**src/rtl/uart_tx_driver.sv**
```systemverilog
// uart_tx_driver: 8N1 LSB-first UART transmitter fed through a valid/ready byte FIFO
// Ports: clk, rst (synchronous, active-high)
//        in_data/in_valid/in_ready  byte push handshake into the FIFO
//        tx          serial line, idle high, registered
//        busy        frame in progress or bytes still queued, registered
//        fifo_count  bytes currently queued, 0..FIFO_DEPTH
module uart_tx_driver #(
    parameter int CLK_FREQ   = 100000000,
    parameter int BAUD_RATE  = 6250000,
    parameter int FIFO_DEPTH = 4
) (
    input  logic                          clk,
    input  logic                          rst,
    input  logic [7:0]                    in_data,
    input  logic                          in_valid,
    output logic                          in_ready,
    output logic                          tx,
    output logic                          busy,
    output logic [$clog2(FIFO_DEPTH):0]   fifo_count
);
    localparam int CPB = CLK_FREQ / BAUD_RATE;
    localparam int CW  = $clog2(CPB) + 1;
    localparam int AW  = $clog2(FIFO_DEPTH);
    localparam int NW  = AW + 1;
    typedef enum logic [1:0] {IDLE, START, DATA, STOP} state_t;
    state_t        state;
    logic [7:0]    mem [FIFO_DEPTH];
    logic [AW-1:0] wr_ptr, rd_ptr;
    logic [7:0]    shift;
    logic [2:0]    bit_idx;
    logic [CW-1:0] clk_cnt;
    logic          last, push, pop, to_idle;
    logic [NW-1:0] count_n;
    // Readiness ignores a same-cycle pop, so a full FIFO never accepts
    assign in_ready = !rst && (fifo_count < NW'(FIFO_DEPTH));
    always_comb begin
        last    = clk_cnt == CW'(CPB - 1);
        push    = in_valid && in_ready;
        pop     = fifo_count != '0 && (state == IDLE || (state == STOP && last));
        to_idle = !pop && (state == IDLE || (state == STOP && last));
        count_n = fifo_count + NW'(push) - NW'(pop);
    end
    always_ff @(posedge clk) begin
        if (rst) begin
            state      <= IDLE;
            tx         <= 1'b1;
            busy       <= 1'b0;
            fifo_count <= '0;
            wr_ptr     <= '0;
            rd_ptr     <= '0;
            clk_cnt    <= '0;
            bit_idx    <= '0;
            shift      <= '0;
        end else begin
            if (push) begin
                mem[wr_ptr] <= in_data;
                wr_ptr      <= wr_ptr + 1'b1;
            end
            if (pop) rd_ptr <= rd_ptr + 1'b1;
            fifo_count <= count_n;
            busy       <= !to_idle || count_n != '0;
            clk_cnt    <= (state == IDLE || last) ? '0 : clk_cnt + 1'b1;
            case (state)
                IDLE: if (pop) begin
                    shift <= mem[rd_ptr];
                    tx    <= 1'b0;
                    state <= START;
                end
                START: if (last) begin
                    tx      <= shift[0];
                    shift   <= shift >> 1;
                    bit_idx <= '0;
                    state   <= DATA;
                end
                DATA: if (last) begin
                    if (bit_idx == 3'd7) begin
                        tx    <= 1'b1;
                        state <= STOP;
                    end else begin
                        tx      <= shift[0];
                        shift   <= shift >> 1;
                        bit_idx <= bit_idx + 1'b1;
                    end
                end
                STOP: if (last) begin
                    // Queued byte starts its start bit with no idle gap
                    if (pop) begin
                        shift <= mem[rd_ptr];
                        tx    <= 1'b0;
                        state <= START;
                    end else begin
                        state <= IDLE;
                    end
                end
                default: state <= IDLE;
            endcase
        end
    end
endmodule

```
**config.mk**
```make
export PLATFORM = sky130hd
export DESIGN_NAME = uart_tx_driver
export DESIGN_NICKNAME = d
export VERILOG_FILES = /design/src/rtl/uart_tx_driver.sv
export SDC_FILE = /design/constraint.sdc
export NUM_CORES = 1
export LEC_CHECK = 0
export BUFFER_PORTS_ARGS = -buffer_cell sky130_fd_sc_hd__buf_2
export CORE_MARGIN = 8
export CORE_UTILIZATION = 45
export DETAILED_ROUTE_END_ITERATION = 7
export PLACE_DENSITY = 0.71
export REMOVE_ABC_BUFFERS = 1
export SYNTH_ARGS = -nofsm -noshare
export SYNTH_HDL_FRONTEND = slang
export SYNTH_SLANG_ARGS = --single-unit
```
**constraint.sdc**
```tcl
create_clock -name clk -period 3.06 [get_ports clk]
set_input_delay 0.459 -clock clk [delete_from_list [all_inputs] [get_ports clk]]
set_output_delay 0.459 -clock clk [all_outputs]
set_load 0.01 [all_outputs]
```
; ---- Word-level counts from Yosys, hierarchy flattened
; Memory sizes are Yosys's and may differ from the RTL's. A register that Yosys moved wholly into a read port is not among the register bits.
; Index checks and enable logic that the tools add are counted.
[word_totals]
register_bits = 27
latch_bits = 0
ram_bits = 32
rom_bits = 0
inputBits = 11
out_inout_bits = 6
elab_cells = 76
memories = 1
[op_classes]
n_addsub = 6
mul = 0
n_div = 0
n_lt_le_gt_ge = 1
eq_ne = 11
shift = 0
n_mux = 28
bitwise_logic = 0
reduce_logical = 20
[memory_table]
columns = name, words, width, read_ports, rd_clocked_by_memory_dff, wr, line_no
row1 = mem, 4, 8, 1, 1, 1, 27  ; logic [7:0] mem [FIFO_DEPTH];
[ops]
columns = operator, count
row1 = 2-to-1 mux 8 bit, 5
row2 = case mux 8 bit (4 select lines), 1
row3 = 2-to-1 mux 2 bit, 7
row4 = "inequality test 2 bit, second input constant", 6
row5 = 2-to-1 mux 1 bit, 9
row6 = 2-to-1 mux 3 bit, 3
row7 = case mux 2 bit (4 select lines), 1
row8 = AND reduction 4 bit, 2
row9 = case mux 3 bit (2 select lines), 1
row10 = nonzero test 3 bit, 2
row11 = "adder 5 x 1 -> 5 bit, second input constant", 1
row12 = "== test 5 x 4 -> 1 bit, second input constant", 1
row13 = logical AND 1 bit, 5
row14 = AND reduction 5 bit, 1
row15 = "adder 2 x 1 -> 2 bit, second input constant", 2
row16 = "== test 2 bit, second input constant", 2
row17 = case mux 1 bit (4 select lines), 1
row18 = adder 3 x 1 -> 3 bit, 1
row19 = "adder 3 x 1 -> 3 bit, second input constant", 1
row20 = "== test 3 bit, second input constant", 1
row21 = logical NOT 1 bit, 3
row22 = logical OR 1 bit, 3
row23 = "less-than comparator 3 bit, second input constant", 1
row24 = AND reduction 3 bit, 1
row25 = other kinds (5), 5

; ---- Logic depth before layout (Yosys ltp)
; Gate-level depths: netlist (run 1).
[logic_depth]
depth_word = 8
ltp_mapped = 13
depth_no_buf = 13

; ---- Worst setup path after synthesis (run 1)
; OpenSTA, ideal clock, no wires.
[synth_timing]
path_type = reg2reg
start = reg clk_cnt[0]
end = reg busy
setup_time_ps = 128
arrival_ps = 2380
required_ps = 2932
path_slack_ps = 552
stages_incl_launch_ff = 14
n_path_buf = 0
synth_period_minus_slack_ps = 2508
path_cell_list = dfxtp_1 ha_1 and3_1 ha_1 a21oi_1 nor2_1 nand2b_1 nand2_1 ha_1 fa_1 nor2_1 nand3_1 nor2_1 nor2_1
[synth_via]
word_cells_on_any_way = 10
classes_between = add/sub: 1 / eq/ne: 1 / reduce/logical: 8
[synth_rtl]
columns = item, line_no
row1 = "start, declared", 31  ; logic [CW-1:0] clk_cnt;
row2 = "start signal, assigned", 62  ; clk_cnt <= (state == IDLE || last) ? '0 : clk_cnt + 1'b1;
row3 = == test 5 x 4 -> 1 bit, 37  ; last = clk_cnt == CW'(CPB - 1);
row4 = logical AND 1 bit, 39  ; pop = fifo_count != '0 && (state == IDLE || (state == STOP && last));
row5 = logical OR 1 bit, 39
row6 = logical AND 1 bit, 39
row7 = subtractor 3 x 1 -> 3 bit, 41  ; count_n = fifo_count + NW'(push) - NW'(pop);
row8 = net count_n[1], 33  ; logic [NW-1:0] count_n;
row9 = nonzero test 3 bit, 61  ; busy <= !to_idle || count_n != '0;
row10 = logical OR 1 bit, 61
row11 = "end signal, assigned", 47  ; busy <= 1'b0;
row12 = "end signal, assigned", 61
row13 = "end, declared", 18  ; output logic busy,
; The timed path passes the listed nets, and every way through them passes these cells.
; A chain may end at the register's enable or synchronous reset.

; ---- Worst setup path in the final report (run 1)
; Ends and elaborated chain as after synthesis.

==> results of run 1 <==
==> kinds of logic (layout without fill, tap and decap cells) <==
logic type,after synthesis,count (layout)
and+or+nand+nor,47,47
xor gates and xnor gates,7,7
DFF,61,61
AOI/OAI and AO/OA,39,39
buffers and inverters,15,43
adders and majority gates,15,15
muxes,17,17
==> worst max-delay path: stages, from the launching register on <==
cell and delay (ns):
dfxtp_1 0.32, ha_1 0.22, and3_1 0.19, ha_1 0.23
a21oi_1 0.19, nor2_1 0.11, nand2b_1 0.14, nand2_1 0.07
ha_1 0.19, fa_1 0.45, nor2_1 0.11, nand3_1 0.08
nor2_1 0.11, nor2_1 0.05
==> cell usage after synthesis (2+ instances only) <==
cell type | instances | area share
clkbuf_1 | 3 | 0.0044
a21oi_1 | 9 | 0.018
mux2_1 | 7 | 0.031
nor2_1 | 23 | 0.034
ha_1 | 14 | 0.068
nand3_1 | 2 | 0.0039
inv_1 | 8 | 0.012
a22oi_1 | 2 | 0.0059
a221o_1 | 2 | 0.0078
nand2b_1 | 2 | 0.0049
a22o_1 | 7 | 0.024
o31ai_1 | 2 | 0.0059
o22ai_1 | 7 | 0.017
nand2_1 | 4 | 0.0059
mux2i_1 | 9 | 0.035
o21ai_1 | 2 | 0.0039
o21ai_0 | 3 | 0.0059
xnor2_1 | 6 | 0.020
and3_1 | 6 | 0.015
dfxtp_1 | 29 | 0.23
nor2b_1 | 2 | 0.0049
edfxtp_1 | 32 | 0.37
or3_1 | 2 | 0.0049
==> metal layers <==
layer,global-route usage,routed length (um),part of all wire,up-vias
met1,0.148,2260,0.50,755
met3,0.0362,158,0.035,10
met5,0,0,0,-
met2,0.164,2030,0.44,28
met4,0.0737,121,0.026,0
li1,-,-,-,779
==> power by group through the flow <==
stage / registers [mW] / clock network [mW] / logic (mW)
6_report: 1.12 / 0.828 / 0.919
3_3_place_gp: 1.13 / 0 / 0.896
3_5_place_dp: 1.14 / 0 / 0.919
5_1_grt: 1.14 / 0.877 / 1.03
4_1_cts: 1.12 / 0.841 / 0.927
2_1_floorplan: 1.12 / 0 / 0.693
==> area by class of cell <==
type                            instances  area, um^2
Timing Repair Buffer                   18        95.1
Tap cell                               72        90.1
Clock buffer                           11         131
Sequential cell                        61        1540
Clock inverter                          5        98.8
Fill cell                             468        2560
Inverter                                9        33.8
Multi-Input combinational cell        125         953
==> flip-flops by register name, indices dropped and copies added, names as in the netlist, named ones only <==
name,count
mem,32
shift,8
clk_cnt,5
bit_idx,3
fifo_count,3
rd_ptr,2
state,2
wr_ptr,2
busy,1
tx,1
==> stage by stage <==
step | utilization | hold WS [ns]
after global routing | 0.535 | 0.328
after CTS | 0.535 | 0.326
after global placement | 0.493 | 0.430
after floorplan | - | 0.418
after detailed placement | 0.493 | 0.441
final | 0.535 | 0.336
==> path summary, 6_finish.rpt <==
kind                                              end  slack [ns]  cells past startpoint
worst max-delay path                  busy$_SDFF_PP0_        0.49                     13
worst max register to register        busy$_SDFF_PP0_        0.49                     13
worst min register to register  clk_cnt[0]$_SDFF_PP0_        0.45                      1
worst min-delay path              mem[2][6]$_DFFE_PP_        0.34                      1
==> reports/results.ini, run 1 <==
[status]
outcome = complete, no violations

[synthesis]
synth_top_family_by_area = compound AO/OA/AOI/OAI gates
synth_edf_count = 32
yosysSeqAreaShare = 0.601
avgSynthCellArea_um2 = 12.8
syn-instance-count = 201
async_flop_share = 0
synth-compound-area-share = 0.103
synth.mux.area_fraction = 0.0747
syn_area_um2 = 2560
synthAdderAreaFrac = 0.0761
yosys_warnings = 0
ys_seq_elements = 61
synthXorXnorAreaFrac = 0.0239
synthDistinctLibCells = 41
synthFlopType = edfxtp_1
synth-simple-area-share = 0.0942

[sta]
fin_tns_setup_ns = 0
fmax_mhz = 389
maxSlewHeadroom = 0.477
finalCritPeriodShare = 0.841
fin_skew_ns = 0.00753
setup_viol_count_final = 0
min_period_ns = 2.57
hold_viol_final = 0
setup_ws_ns = 0.487
tightest_slew_ns = 0.783
rsz0062_at_grt = no
maxSlewViolCount = 0

[power]
ir_worst_vdd_mv = 0.470
power.leakage_nw = 1.12
combPwrFrac = 0.321
pwr-share-clk = 0.289
p_sw_frac = 0.317
seq_power_share = 0.391
power_mw = 2.87
p_switching_mw = 0.909
power_density_nw_per_um2 = 974
p_int_mw = 1.96

[placed_design]
port_buffers = 16
place_congestion = 0.787
dp_cells = 285
pre_cts_slack_ns = 0.514
dpl_cell_area_um2 = 2710
dp_hpwl_mm = 3.17

[worst_setup_path]
arrival_ns = 2.80
startpoint_type = register
worst_ep_required_time_ns = 3.29
worstSetupPathType = reg2reg
crit_start = clk_cnt[0]$_SDFF_PP0_
cp_max_fo = 6
reg2reg_from = clk_cnt[0]$_SDFF_PP0_
cp-end-kind = register

[hold_path]
hold_path.class = in2reg
worstHoldStart = in_data[6]

[clock_network]
cts_resized = 0
root_buffer = clkbuf_8
htree_num_levels = 3
cts_buffer_depth = 2
insertion_delay_ns = 0.34
cts_tree = yes
cts_buffers = 9
clk_pin_slew_worst_paths_ns = 0.06
cts_hold_buf = 0
cts_setup_buffers = 0
cts_sinks = 61

[final_layout]
layoutNonFillerInstCount = 301
final_cell_mix = 32 x edfxtp_1, 29 x dfxtp_1, 23 x nor2_1
diodes = 0
fin_area_um2 = 2940
finalNetCount = 250
area_growth_pct = 14.8
layout_commonest_cell = edfxtp_1
drive_above_1_share = 0.153

[route]
firstDrtPassIters = 4
viasPerCell = 5.22
wire_per_inst_um = 15.2
wl_mm = 4.57
vias = 1572
detail-route-antenna-nets = 0
drt_iter0_markers = 93
drc = 0

[global_route]
grt_util_all_layers = 0.116
first_global_vias = 1554
grt_max_degree = 20
grt-ovfl-total = 0
antenna_found_initial = 0
grt_first_pass_wirelength_mm = 7.49

[die]
die-area_um2 = 8370
rows = 27
start_util = 0.466
io_pins = 17
die_h_um = 91.5
core_area_um2 = 5510
die_x_um = 91.5

[flow_run]
cap_violations = 0

No activity file was read; power rests on OpenSTA's default activity.
==> inputs of run 2 (changes only) <==
--- a/config.mk
+++ b/config.mk
@@ -5,11 +5,12 @@
 export SDC_FILE = /design/constraint.sdc
 export NUM_CORES = 1
 export LEC_CHECK = 0
+export ABC_AREA = 1
 export BUFFER_PORTS_ARGS = -buffer_cell sky130_fd_sc_hd__buf_2
 export CORE_MARGIN = 8
 export CORE_UTILIZATION = 45
 export DETAILED_ROUTE_END_ITERATION = 7
-export PLACE_DENSITY = 0.71
+export PLACE_DENSITY = 0.73
 export REMOVE_ABC_BUFFERS = 1
 export SYNTH_ARGS = -nofsm -noshare
 export SYNTH_HDL_FRONTEND = slang
==> constraint.sdc (replaced) <==
create_clock -name clk -period 2.15 [get_ports clk]
set_input_delay 0.3225 -clock clk [delete_from_list [all_inputs] [get_ports clk]]
set_output_delay 0.3225 -clock clk [all_outputs]
set_load 0.01 [all_outputs]
==> run 2 against run 1 <==
  * The run now ends with negative setup slack left
  * Die area increased by 9.3%
  * Clock-buffer cell count decreased by 1
  * Utilization rose by 1.8 points
==> reports/results.ini, run 2 <==
[status]
outcome = finished, violations left  ; was complete, no violations
violations = negative setup slack

[global_route]
grt_max_degree = 18  ; was 20
grt-ovfl-total = 0  ; unchanged
first_global_vias = 2077  ; was 1,554
grt_first_pass_wirelength_mm = 8.77  ; was 7.49 mm
grt_util_all_layers = 0.127  ; was 0.116
antenna_found_initial = 0  ; unchanged

[synthesis]
async_flop_share = 0  ; unchanged
yosysSeqAreaShare = 0.540  ; was 0.601
netlist_top_cells_count = 81 x nand2_1, 62 x inv_1, 46 x nor2_1, 32 x edfxtp_1, 29 x dfxtp_1  ; was 32 x edfxtp_1, 29 x dfxtp_1, 23 x nor2_1, 14 x ha_1
avgSynthCellArea_um2 = 8.52  ; was 12.8 um^2
yosys_warnings = 0  ; unchanged
synth_top_cell_by_area = edfxtp_1  ; unchanged
yosysMostFrequentCell = nand2_1  ; was edfxtp_1
synth_top_cells_by_area = edfxtp_1 34%, dfxtp_1 20%, nand2_1 11%, inv_1 8.2%, ha_1 6.1%  ; was edfxtp_1 37%, dfxtp_1 23%, ha_1 6.8%, mux2i_1 3.5%, nor2_1 3.4%
ys_seq_elements = 61  ; unchanged
syn_area_um2 = 2850  ; was 2560 um^2
synthDistinctLibCells = 24  ; was 41
synth_edf_count = 32  ; unchanged
syn-instance-count = 335  ; was 201
synthFlopType = edfxtp_1  ; unchanged
synth_top_area_frac = 0.337  ; was 0.375

[die]
rows = 29  ; was 27
die-area_um2 = 9140  ; was 8370 um^2
io_pins = 17  ; unchanged
die_x_um = 95.6  ; was 91.5 um
core_area_um2 = 6240  ; was 5510 um^2
start_util = 0.457  ; was 0.466
die_h_um = 95.6  ; was 91.5 um

[worst_setup_path]
cp_common_cell = nand2_2  ; was nor2_1
cp_slowest_stage_delay_ns = 0.34  ; was 0.45 ns
crit_buf_inv = 1  ; was 0
worst_ep_required_time_ns = 2.38  ; was 3.29 ns
critical_path.slowest_cell = dfxtp_2  ; was fa_1
critical_path.cell_chain = ha_4 > nand2_2 > nor2_2 > ha_2 > nand2_2 > nand2_2 > nand2_2 > inv_2 > nand2_2 > nand2_2 > ha_4 > fa_2 > xor2_2 > xor2_1 > nor2_1 > nor2_1  ; was ha_1 > and3_1 > ha_1 > a21oi_1 > nor2_1 > nand2b_1 > nand2_1 > ha_1 > fa_1 > nor2_1 > nand3_1 > nor2_1 > nor2_1
critical_path.top_delay_family = adder cells  ; unchanged
startpoint_type = register  ; unchanged
worstSetupPathType = reg2reg  ; unchanged
cp_max_fo = 3  ; was 6
cp-end-kind = register  ; unchanged
arrival_ns = 2.51  ; was 2.80 ns

[clock_network]
insertion_delay_ns = 0.34  ; about the same
cts_tree = yes  ; unchanged
root_buffer = clkbuf_8  ; unchanged
cts_buffer_depth = 2  ; unchanged
cts_buffers = 9  ; unchanged
htree_num_levels = 3  ; unchanged
clk_pin_slew_worst_paths_ns = 0.07  ; was 0.06 ns
cts_sinks = 61  ; unchanged

[placed_design]
dp_cells = 440  ; was 285
port_buffers = 16  ; unchanged
dp_hpwl_mm = 3.69  ; was 3.17 mm
place_congestion = 0.836  ; was 0.787

[route]
viasPerCell = 4.65  ; was 5.22
firstDrtPassIters = 4  ; unchanged
drc = 0  ; unchanged
wire_per_inst_um = 11.7  ; was 15.2 um
detail-route-antenna-nets = 0  ; unchanged
vias = 2134  ; was 1,572
drt_iter0_markers = 112  ; was 93
wl_mm = 5.36  ; was 4.57 mm

[power]
power_density_nw_per_um2 = 1320  ; was 974 nW/um^2
p_sw_frac = 0.356  ; was 0.317
p_switching_mw = 1.62  ; was 0.909 mW
power.leakage_nw = 1.60  ; was 1.12 nW
combPwrFrac = 0.401  ; was 0.321
p_int_mw = 2.94  ; was 1.96 mW
pwr-share-clk = 0.272  ; was 0.289
seq_power_share = 0.326  ; was 0.391
ir_worst_vdd_mv = 0.842  ; was 0.470 mV

[final_layout]
drive_above_1_share = 0.196  ; was 0.153
fillers = 553  ; was 468
final_util = 0.553  ; was 0.535
final_cell_mix = 77 x nand2_1, 60 x inv_1, 45 x nor2_1  ; was 32 x edfxtp_1, 29 x dfxtp_1, 23 x nor2_1
reg_top3 = mem x32, shift x8, clk_cnt x5  ; unchanged
area_growth_pct = 21.0  ; was 14.8%
layout_commonest_cell = nand2_1  ; was edfxtp_1
largest_register_ffs = 32  ; unchanged
layoutNonFillerInstCount = 459  ; was 301
finalNetCount = 403  ; was 250
top_register = mem  ; unchanged
diodes = 0  ; unchanged

[sta]
maxSlewViolCount = 0  ; unchanged
tightest_slew_ns = 0.464  ; was 0.783 ns
fin_skew_ns = 0.00911  ; was 0.00753 ns
setup_viol_count_final = 2  ; was 0
finalCritPeriodShare = 1.06  ; was 0.841
fmax_mhz = 439  ; was 389 MHz
maxSlewHeadroom = 0.690  ; was 0.477
setup_ws_ns = -0.126  ; was 0.487 ns
hold_viol_final = 0  ; unchanged
min_period_ns = 2.28  ; was 2.57 ns
rsz0062_at_grt = yes  ; was no

[flow_run]
cap_violations = 0  ; unchanged

[hold_path]
hold_path.class = in2reg  ; unchanged

-- run 2: changes by cell type in the layout (fill, tap and decap cells not counted), sizes merged, moves of 3 or more --
cell | before | now
nand3 | 2 | 18
o22ai | 7 | 0
inv | 9 | 62
a21oi | 9 | 14
mux2 | 7 | 0
nor2b | 3 | 0
and3 | 6 | 0
nor2 | 23 | 48
buf | 18 | 39
mux2i | 9 | 0
xnor2 | 6 | 0
o21ai | 5 | 17
nand2 | 4 | 84
a22o | 7 | 0
-- run 2: logic make-up after synthesis --
logic type	count (synthesis)	share of synthesized area
AND/OR/NAND/NOR	154	0.224
buffers and inverters	70	0.102
flip-flops	61	0.540
AO/OA/AOI/OAI	33	0.0588
adder cells (fa/ha/maj)	15	0.0684
XOR/XNOR	2	0.00614
-- run 2: worst paths after layout --
kind	start	to	slack, ns	depth (start not counted)
hold reg to reg	tx$_SDFFE_PP1P_	tx$_SDFFE_PP1P_	0.47	2
hold / removal	in_data[7]	mem[2][7]$_DFFE_PP_	0.20	1
setup reg to reg	clk_cnt[1]$_SDFF_PP0_	busy$_SDFF_PP0_	-0.13	16
setup / recovery	clk_cnt[1]$_SDFF_PP0_	busy$_SDFF_PP0_	-0.13	16
-- run 2: what timing repair did --
action | in CTS | in global routing
gates resized for setup | 12 | 6
hold buffers | 0 | 0
endpoints found under the setup margin | 3 | 3
pin swaps | 3 | 3
hold endpoints to repair | 0 | 0
buffers inserted | 1 | 2
-- run 2: final cells by class --
cell class / instances / area, um^2 / area share
timing repair buffer: 39 / 256 / 0.0743
inverter: 62 / 233 / 0.0674
sequential: 61 / 1540 / 0.447
clock buffer: 10 / 138 / 0.0399
tap: 77 / 96.3 / 0.0279
clock inverter: 6 / 110 / 0.0319
multi-input combinational: 204 / 1070 / 0.311
-- run 2: stage by stage --
stage               power [mW]  setup WS [ns]  hold slack [ns]  cell area [um^2]  setup TNS, ns
global route              4.91         -0.284            0.184              3450         -0.620
floorplan                 2.65         -0.239            0.392              2790         -0.460
finish                    4.56         -0.126            0.198              3450         -0.246
detailed placement        3.20         -0.217            0.456              3120         -0.445
CTS                       4.48        -0.0919            0.183              3410         -0.171
global placement          3.15         -0.119            0.453              3120         -0.231
-- run 2: routing by layer --
| layer | vias to the layer above | routed length (um) | track usage | share of wire |
|---|---|---|---|---|
| met2 | 28 | 2650 | 0.208 | 0.50 |
| met3 | 11 | 167 | 0.0362 | 0.031 |
| met1 | 966 | 2410 | 0.140 | 0.45 |
| li1 | 1129 | - | - | - |
| met4 | 0 | 123 | 0.0896 | 0.023 |
| met5 | - | 0 | 0 | 0 |
-- run 2: power groups by stage --
| stage | combinational [mW] | clock (mW) | sequential [mW] |
|---|---|---|---|
| 6_report | 1.83 | 1.24 | 1.49 |
| 5_1_grt | 2.10 | 1.30 | 1.51 |
| 4_1_cts | 1.74 | 1.26 | 1.48 |
| 3_5_place_dp | 1.70 | 0 | 1.50 |
| 3_3_place_gp | 1.66 | 0 | 1.49 |
| 2_1_floorplan | 1.10 | 0 | 1.54 |
